**src/rtl/que_slot_pkg.sv**
```systemverilog
// Shared types and constants for the slot packet writer and its watchdog.
package que_slot_pkg;

  localparam int LEN_W = 11;

  localparam logic [LEN_W-1:0] DEF_MIN_LENGTH = 11'd60;
  localparam logic [LEN_W-1:0] DEF_MAX_LENGTH = 11'd1518;
  localparam logic [LEN_W-1:0] LEN_SAT        = '1;

  // Index of the final S_FLUSH cycle (counter runs 0,1,2).
  localparam logic [1:0] FLUSH_LAST = 2'd2;

  typedef enum logic [2:0] {
    S_IDLE,
    S_WRITE,
    S_DROP,
    S_HOLD,
    S_FLUSH
  } state_t;

  function automatic logic [LEN_W-1:0] sat_inc(input logic [LEN_W-1:0] value);
    return (value == LEN_SAT) ? value : value + 1'b1;
  endfunction

endpackage

```
**src/rtl/que_slot_packet_writer_timer.sv**
```systemverilog
// Down-counting cycle timer: load arms it, expired is high once it has run out.
module cycle_timer #(
  parameter int WIDTH = 16
) (
  input  logic             clock,
  input  logic             reset_n,
  input  logic             load,
  input  logic [WIDTH-1:0] load_value,
  output logic             expired
);

  logic [WIDTH-1:0] count;

  always_ff @(posedge clock or negedge reset_n) begin
    if (!reset_n)
      count <= '0;
    else if (load)
      count <= load_value;
    else if (count != '0)
      count <= count - 1'b1;
  end

  assign expired = (count == '0);

endmodule

```
**src/rtl/que_slot_packet_writer.sv**
```systemverilog
// Writes received frame bytes into a single-frame slot FIFO and reports each
// frame as good (hold until consumed) or bad (flush), dropping frames that arrive while busy.
module que_slot_packet_writer
  import que_slot_pkg::*;
#(
  parameter logic [LEN_W-1:0] MIN_LENGTH = DEF_MIN_LENGTH,
  parameter logic [LEN_W-1:0] MAX_LENGTH = DEF_MAX_LENGTH,
  parameter logic [15:0]      RX_TIMEOUT = 16'h0100
) (
  input  logic             clock,
  input  logic             reset_n,
  input  logic [7:0]       rx_data,
  input  logic             rx_data_valid,
  input  logic             rx_last,
  input  logic             rx_error,
  input  logic             fifo_full,
  input  logic             slot_ready,
  output logic [7:0]       fifo_write_data,
  output logic             fifo_write_enable,
  output logic             good_packet,
  output logic             bad_packet,
  output logic [LEN_W-1:0] frame_length,
  output logic [15:0]      drop_count
);

  state_t           state, state_next;
  logic [LEN_W-1:0] count, count_next, length_next;
  logic             err_flag, err_next, overflow, overflow_next;
  logic             seen_ready, seen_next;
  logic [1:0]       flush_cnt, flush_cnt_next;
  logic [7:0]       write_data_next;
  logic             write_enable_next, good_next, bad_next;
  logic [15:0]      drops_next;

  logic             expired, timed_out, frame_ok, err_now;
  logic [LEN_W-1:0] len_now;

  cycle_timer #(.WIDTH(16)) watchdog (
    .clock      (clock),
    .reset_n    (reset_n),
    .load       ((state == S_IDLE) || rx_data_valid),
    .load_value (RX_TIMEOUT - 16'd1),
    .expired    (expired)
  );

  // Length and error status the frame would have if it closed on this byte.
  assign len_now   = (state == S_IDLE) ? 11'd1 : sat_inc(count);
  assign err_now   = ((state == S_IDLE) ? 1'b0 : err_flag) | rx_error;
  assign frame_ok  = !err_now && (len_now >= MIN_LENGTH) && (len_now <= MAX_LENGTH);
  assign timed_out = (state == S_WRITE) && !rx_data_valid && expired;

  always_ff @(posedge clock or negedge reset_n) begin
    if (!reset_n)
      state <= S_IDLE;
    else
      state <= state_next;
  end

  always_comb begin
    state_next = state;
    case (state)
      S_IDLE, S_WRITE: begin
        if (rx_data_valid) begin
          if (fifo_full)
            state_next = rx_last ? S_FLUSH : S_DROP;
          else if (rx_last)
            state_next = frame_ok ? S_HOLD : S_FLUSH;
          else
            state_next = S_WRITE;
        end else if (timed_out) begin
          state_next = S_FLUSH;
        end
      end
      S_DROP:
        if (rx_data_valid && rx_last) state_next = S_FLUSH;
      S_HOLD: begin
        if (rx_data_valid)
          state_next = rx_last ? S_FLUSH : S_DROP;
        else if (seen_ready && !slot_ready)
          state_next = S_IDLE;
      end
      S_FLUSH: begin
        if (rx_data_valid)
          state_next = rx_last ? S_FLUSH : S_DROP;
        else if (flush_cnt == FLUSH_LAST)
          state_next = S_IDLE;
      end
      default: state_next = S_IDLE;
    endcase
  end

  // A byte refused by a full FIFO turns the frame into an overflow drop, even on its first byte.
  always_comb begin
    write_enable_next = 1'b0;
    write_data_next   = fifo_write_data;
    good_next         = 1'b0;
    bad_next          = 1'b0;
    length_next       = frame_length;
    drops_next        = drop_count;
    count_next        = count;
    err_next          = err_flag;
    overflow_next     = overflow;
    seen_next         = 1'b0;
    flush_cnt_next    = '0;
    case (state)
      S_IDLE, S_WRITE: begin
        if (rx_data_valid) begin
          count_next    = len_now;
          overflow_next = fifo_full;
          if (fifo_full) begin
            err_next = 1'b1;
            if (rx_last) begin
              bad_next    = 1'b1;
              length_next = len_now;
            end
          end else begin
            write_enable_next = 1'b1;
            write_data_next   = rx_data;
            err_next          = err_now;
            if (rx_last) begin
              length_next = len_now;
              good_next   = frame_ok;
              bad_next    = !frame_ok;
            end
          end
        end else if (timed_out) begin
          bad_next    = 1'b1;
          length_next = count;
        end
      end
      S_DROP: begin
        if (rx_data_valid) begin
          count_next = sat_inc(count);
          if (rx_last && overflow) begin
            bad_next    = 1'b1;
            length_next = sat_inc(count);
          end
        end
      end
      S_HOLD: begin
        if (rx_data_valid) begin
          drops_next    = drop_count + 16'd1;
          overflow_next = 1'b0;
        end else if (!(seen_ready && !slot_ready)) begin
          seen_next = seen_ready | slot_ready;
        end
      end
      S_FLUSH: begin
        if (rx_data_valid) begin
          drops_next    = drop_count + 16'd1;
          overflow_next = 1'b0;
        end else begin
          flush_cnt_next = flush_cnt + 2'd1;
        end
      end
      default: ;
    endcase
  end

  always_ff @(posedge clock or negedge reset_n) begin
    if (!reset_n) begin
      fifo_write_enable <= 1'b0;
      fifo_write_data   <= '0;
      good_packet       <= 1'b0;
      bad_packet        <= 1'b0;
      frame_length      <= '0;
      drop_count        <= '0;
      count             <= '0;
      err_flag          <= 1'b0;
      overflow          <= 1'b0;
      seen_ready        <= 1'b0;
      flush_cnt         <= '0;
    end else begin
      fifo_write_enable <= write_enable_next;
      fifo_write_data   <= write_data_next;
      good_packet       <= good_next;
      bad_packet        <= bad_next;
      frame_length      <= length_next;
      drop_count        <= drops_next;
      count             <= count_next;
      err_flag          <= err_next;
      overflow          <= overflow_next;
      seen_ready        <= seen_next;
      flush_cnt         <= flush_cnt_next;
    end
  end

endmodule

```
**config.mk**
```make
export PLATFORM = sky130hd
export DESIGN_NAME = que_slot_packet_writer
export DESIGN_NICKNAME = d
export VERILOG_FILES = /design/src/rtl/que_slot_pkg.sv /design/src/rtl/que_slot_packet_writer_timer.sv /design/src/rtl/que_slot_packet_writer.sv
export SDC_FILE = /design/constraint.sdc
export NUM_CORES = 1
export LEC_CHECK = 0
export ABC_AREA = 1
export BUFFER_PORTS_ARGS = -buffer_cell sky130_fd_sc_hd__buf_2
export CAP_MARGIN = 15
export CELL_PAD_IN_SITES_DETAIL_PLACEMENT = 2
export CELL_PAD_IN_SITES_GLOBAL_PLACEMENT = 2
export CORE_UTILIZATION = 30
export CTS_CLUSTER_DIAMETER = 50
export DETAILED_ROUTE_END_ITERATION = 16
export GPL_ROUTABILITY_DRIVEN = 0
export PLACE_DENSITY = 0.77
export SLEW_MARGIN = 15
export SYNTH_ARGS = -nofsm -noshare
export SYNTH_HDL_FRONTEND = slang
export SYNTH_HIERARCHICAL = 1
export SYNTH_SLANG_ARGS = --single-unit
```
**constraint.sdc**
```tcl
create_clock -name clock -period 1.96 [get_ports clock]
set_input_delay 0.196 -clock clock [delete_from_list [all_inputs] [get_ports clock]]
set_output_delay 0.196 -clock clock [all_outputs]
set_load 0.02 [all_outputs]
```
======== Word-level counts from Yosys, hierarchy flattened ========
Index checks and enable logic that the tools add are counted.
storage, ports and cells
  output and inout bits ................... 38
  memories ................................ 0
  memory bits (writable) .................. 0
  bits in latches ......................... 0
  memory bits (read-only) ................. 0
  flip-flop bits (word level) ............. 73
operators by class
  div/mod/pow operators ................... 0
  multiplexer cells ....................... 50
  bitwise logic cells ..................... 3
  add/sub/neg operators ................... 4
  multipliers ............................. 0
  equal/unequal tests ..................... 15
  shifts and indexed selects .............. 0
  order comparisons ....................... 2
  reduce and logical (&&, ||, !) cells .... 27
operator list
  kind                   count
  $mux 11                9
  $pmux 11 s2            2
  $mux 3                 11
  $mux 16                2
  $mux 1                 21
  $add 16x1->16 const B  1
  $logic_not 16->1       1
  $reduce_bool 16->1     1
  $sub 16x1->16 const B  1
  $ne 3x3->1 const B     4
  $pmux 3 s4             1
  $add 11x1->11 const B  1
  $eq 11x11->1 const B   1
  $ge 11x6->1 const B    1
  $le 11x11->1 const B   1
  $reduce_and 3->1       3
  $ne 2x2->1 const B     4
  $logic_and 1x1->1      7
  $eq 3x2->1 const B     2
  $reduce_bool 2->1      3
  $reduce_and 5->1       1
  $logic_not 1->1        4
  $mux 2                 2
  $pmux 1 s2             2
  other kinds (12)       15

======== Logic depth before layout (Yosys ltp) ========
  depth after elaboration ................. 11
  gate-level depth with buffers ........... 19

======== Modules after synthesis ========
Netlist, hierarchy kept.
modules (own cells, without submodules)
  module                  area each (um^2)  times used  cells each  sequential area each (um^2)
  que_slot_packet_writer  3079.2            1           385         1426.4
  cycle_timer             1118.6            1           168         400.4

======== Worst setup path after synthesis ========
No wires, ideal clock.
  kind .................................... register -> register
  from .................................... reg watchdog.count[0]
  to ...................................... reg frame_length[1]
  required time ........................... 1838 ps
  buffers on the path ..................... 1
  arrival time ............................ 2059 ps
  stages on the path, launching flop included .. 14
  setup slack ............................. -220 ps
  setup time .............................. 122 ps
  cell sequence ........................... dfrtp_1 -> inv_1 -> ha_1 -> nand2_2 -> nor2_1 -> nand3_1 -> nor3_1 -> a31oi_1 -> nand2_1 -> inv_1 -> nor3_2 -> inv_2 -> buf_2 -> a32o_1
on the way
  longest elaborated chain between the ends .. 4
ends and longest elaborated chain
  what                               line                                text
  start, declared                    que_slot_packet_writer_timer.sv:12  logic [WIDTH-1:0] count;
  start signal, assigned             que_slot_packet_writer_timer.sv:18  count <= load_value;
  start signal, assigned             que_slot_packet_writer_timer.sv:20  count <= count - 1'b1;
  $logic_not 16->1                   que_slot_packet_writer_timer.sv:23  assign expired = (count == '0);
  via expired                        que_slot_packet_writer.sv:35        logic expired, timed_out, frame_ok, err_now;
  $logic_and 1x1->1                  que_slot_packet_writer.sv:50        assign timed_out = (state == S_WRITE) && !rx_data_valid && expired;
  $ne 3x3->1 (no source line)        --
  $reduce_and 5->1 (no source line)  --
  end signal, assigned               que_slot_packet_writer.sv:178       frame_length <= length_next;
  end, declared                      que_slot_packet_writer.sv:22        output logic [LEN_W-1:0] frame_length,
The timed path passes the listed nets, and every way through them passes these cells.
A chain may end at the register's enable or synchronous reset.

==> summary by stage <==
Outcome
The flow ran to the end, but the final reports show violations. The checks that failed: setup timing.

Yosys
By area the synthesized netlist is led by sky130_fd_sc_hd__dfrtp_1 44%, sky130_fd_sc_hd__nand2_1 16%, sky130_fd_sc_hd__inv_1 5.5%. The commonest cells after synthesis are 178 x sky130_fd_sc_hd__nand2_1, 73 x sky130_fd_sc_hd__dfrtp_1, 61 x sky130_fd_sc_hd__inv_1. The synthesized area divided by synthesized cell count is 7.59 sq um. Counting distinct cell types in the post-synthesis netlist gives 39. The synthesized-area fraction occupied by adder cells is 0.0119. The most frequent cell after synthesis is sky130_fd_sc_hd__nand2_1. sky130_fd_sc_hd__dfrtp_1 takes more of the synthesized area than any other cell. The share of Yosys cell area claimed by the top area cell type is 0.435. Among all flip-flop cells after synthesis, the most frequent one is sky130_fd_sc_hd__dfrtp_1. By area, the combinational part of the netlist is dominated by simple AND/OR/NAND/NOR gates.

The share of the synthesized area in compound gates (AO/OA/AOI/OAI) is 0.0909. The fraction of synthesized cell area in xor and xnor cells is 0.0480. The total of warnings raised by yosys is 6. Of the total synthesized cell area, the portion taken by AND, OR, NAND and NOR gates is 0.341.

The synthesized design contains 73 register bits. The count of flip-flops with a built-in enable after synthesis is 0. The number of cells produced by synthesis is 553. For this run, the register share of the synthesized area comes to 0.435. The share of synthesized flip-flops with an asynchronous set or reset is 1.00. The mux contribution to synthesized area is 0.

In this run the cell area of the synthesized design comes to 4200 sq um.

Global route
The number of antenna violations at the first check in global routing is 0. For this run, the total global-route usage over all layers was measured as 0.304. The via count of the first global-routing pass came to 5453. The largest net degree at the start of global routing is 58. Global routing finished with a remaining overflow of 0. The first global-routing pass estimated 32300 um of wire.

Critical path
In this run the worst path has a maximum fanout of 5. The critical path class is register to register. At the worst endpoint, the required time is 2.21 ns. The data arrival at the endpoint of the critical path is 2.79 ns. The critical path capture point type is a register. The startpoint class of the critical path is a register.

Power
The fraction of power consumed by combinational cells is 0.583. Of the total power, registers draw 0.247. The leakage dissipation is 3.28 nW. The net load switching power is 5.40 mW. Overall power consumption after layout is estimated at 10.8 mW.

The switching part of the total is 0.501. The share of total power dissipated in the clock network is 0.170. IR analysis of the VDD net gives a maximum drop of 0.841 mV. The power density over the cells is 1700 nW/um^2. The internal power is 5.38 mW.

Floorplanning
The initial utilization of the core area, before any placement, comes to 0.312. The vertical extent of the die is 120 um. The overall die width is 120 um. The core outline area is 13500 sq um. The boundary pin count is 53. In this run the core area contains 42 standard-cell rows. The floorplan step defined a die boundary enclosing 14500 sq um.

STA
In the post-route analysis, the smallest setup slack over all paths is -0.580 ns. Derived from the worst setup path, the maximum achievable clock frequency is 394 MHz. The measured slew at the worst slew-check pin is 0.570 ns. The sum of negative setup slack is -10.53 ns. Measured against its own limit, the worst slew margin works out to 0.619.

The number of pins exceeding their max-slew limit in the final report came to 0. The worst path in the final design needs a cycle of 2.54 ns, including I/O delays and setup. The number of failing hold endpoints at the final stage came to 0. Setup violations remaining at the end of the flow were counted as 31. Setup repair after global routing could not meet its margin everywhere. The worst hold margin is 0.0654 ns. The ratio of final minimum period to clock period is 1.30. The worst setup skew after layout is 0.0210 ns.

Layout
Compared with the post-synthesis result, the final layout area differs by 51.2%. The ratio of cells with drive above 1 in the final layout is 0.406. The utilization of the core after routing is 0.472. The count of antenna diodes in the layout is 0. The finished cells cover 6350 sq um. For this run, the number of standard cells in the final layout without fillers is 919. The final-stage net count is 757.

CTS
The CTS root buffer is sky130_fd_sc_hd__clkbuf_16. The clock sink count is 73. The clock reaches the later pin of the worst-skew pair after 0.37 ns. The largest buffer count on any clock path is 2. TritonCTS built the clock tree. The clock-pin slew reported for the worst setup and hold paths after clock tree synthesis is 0.08 ns. In this run the number of H-tree levels came out at 3. The total CTS buffers is 9.

Routing
The number of antenna-violating nets in the routed design is 0. The final routed wire length divided by cell count is 27.4 um. The number of search-and-repair iterations in the first detailed-routing pass is 5. The starting DRC count in detailed routing is 288. Using the TritonRoute via totals, the vias-per-cell ratio works out to 5.41.

Detailed routing inserted a total of 4976 vias. After detailed routing, the total wire length is 25200 um. The post-detailed-route DRC marker count is 0.

Place
The total half-perimeter wirelength after legalization and detailed placement is 11800 um. At the placement stage, the worst setup path has a slack of -0.470 ns. In this run, placement finished with an instance count of 873.

Input and output buffers added on the ports amount to 52. The total cell area at the placement stage is 5390 sq um.

Flow run
The tool flagged a number of max-cap violations equal to 0.

Hold path
The path class of the tightest hold or removal check is input pin to register.
==> metal layers <==
metal / GRT usage / vias to the layer above / wire [um]
met5: 0 / - / 0
met4: 0.165 / 0 / 1500
met3: 0.0585 / 110 / 1420
met2: 0.539 / 241 / 12700
li1: - / 2096 / -
met1: 0.342 / 2529 / 9590
==> cell type report <==
| type | instances | area, sq um |
|---|---|---|
| Multi-Input combinational cell | 418 | 2530 |
| Clock buffer | 9 | 225 |
| Timing Repair Buffer | 168 | 1190 |
| Tap cell | 176 | 220 |
| Fill cell | 1520 | 7110 |
| Inverter | 67 | 263 |
| Timing Repair inverter | 1 | 7.51 |
| Sequential cell | 73 | 1830 |
| Clock inverter | 7 | 77.6 |
==> kinds of logic (layout without fill, tap and decap cells) <==
logic type | Yosys count | in the layout
buf+inv | 77 | 252
xor+xnor | 23 | 23
flops | 73 | 73
compound gates | 66 | 66
fa+ha+maj | 4 | 4
other cells | 2 | 16
simple gates | 308 | 309
==> sequential cells by signal, summed over array words and instances (netlist names) <==
register and cells:
good_packet 1, fifo_write_data 8, err_flag 1, seen_ready 1
bad_packet 1, drop_count 16, watchdog/count 16, overflow 1
frame_length 11, state 3, fifo_write_enable 1, count 11
flush_cnt 2
==> path summary, 6_finish.rpt <==
| kind | startpoint | to | slack (ns) | cells after the start |
|---|---|---|---|---|
| worst max-delay path | count[8] | state[2] | -0.58 | 16 |
| max in group asynchronous | reset_n | frame_length[9] | 1.07 | 3 |
| min in group asynchronous | reset_n | count[4] | 0.25 | 2 |
| worst max register to register | count[8] | state[2] | -0.58 | 16 |
| worst min register to register | frame_length[6] | frame_length[6] | 0.49 | 2 |
| worst min-delay path | rx_data[4] | fifo_write_data[4] | 0.07 | 3 |
==> cells in the final DEF (no fill, tap or decap), types with 7 or more instances in the layout <==
cell                        Yosys  layout
sky130_fd_sc_hd__conb_1         2      16
sky130_fd_sc_hd__nand3_2        6      11
sky130_fd_sc_hd__nand2_4        1       8
sky130_fd_sc_hd__dfrtp_1       73      73
sky130_fd_sc_hd__buf_4          0     103
sky130_fd_sc_hd__clkbuf_16      0       9
sky130_fd_sc_hd__inv_1         61      53
sky130_fd_sc_hd__nor2_1        49      35
sky130_fd_sc_hd__buf_6          1      12
sky130_fd_sc_hd__nor2_4         8      20
sky130_fd_sc_hd__nand2_1      178     150
sky130_fd_sc_hd__o21ai_0       31      23
sky130_fd_sc_hd__inv_2          5      11
sky130_fd_sc_hd__nand3_1       28      22
sky130_fd_sc_hd__nand2_2        7      28
sky130_fd_sc_hd__o21ai_1        4      11
sky130_fd_sc_hd__xnor2_1       10       7
sky130_fd_sc_hd__a21oi_1       14      10
sky130_fd_sc_hd__nor2_2        11      13
sky130_fd_sc_hd__xor2_1        13      10
sky130_fd_sc_hd__buf_2          3      51
==> critical path, stage by stage, from the launching register on <==
cell                      delay, ns
sky130_fd_sc_hd__dfrtp_1       0.41
sky130_fd_sc_hd__nand2_1       0.15
sky130_fd_sc_hd__nor2_2        0.36
sky130_fd_sc_hd__nand3_4       0.26
sky130_fd_sc_hd__buf_4         0.22
sky130_fd_sc_hd__nand3_2       0.10
sky130_fd_sc_hd__nand2_2       0.12
sky130_fd_sc_hd__nand3_2       0.13
sky130_fd_sc_hd__nand2_1       0.09
sky130_fd_sc_hd__inv_2         0.08
sky130_fd_sc_hd__nand2_2       0.07
sky130_fd_sc_hd__nand2_2       0.07
sky130_fd_sc_hd__nand2_2       0.07
sky130_fd_sc_hd__nand2_4       0.08
sky130_fd_sc_hd__nand2_2       0.06
sky130_fd_sc_hd__nand2_2       0.09
sky130_fd_sc_hd__nand2_2       0.05
==> repair_timing <==
item	4_1_cts	5_1_grt
setup buffers	15	14
endpoints found under the setup margin	31	44
resized for setup	53	63
gates cloned	2	0
pin swaps	25	31
hold buffers	1	0
hold endpoints to repair	16	0
==> power groups by stage <==
| stage | sequential [mW] | combinational, mW | clock [mW] |
|---|---|---|---|
| floorplan | 2.75 | 2.09 | 0 |
| global placement | 2.46 | 4.28 | 0 |
| detailed placement | 2.51 | 4.55 | 0 |
| CTS | 2.54 | 5.15 | 1.79 |
| global route | 2.70 | 6.56 | 1.88 |
| finish | 2.66 | 6.28 | 1.83 |
Power figures use the tool's default switching activity.
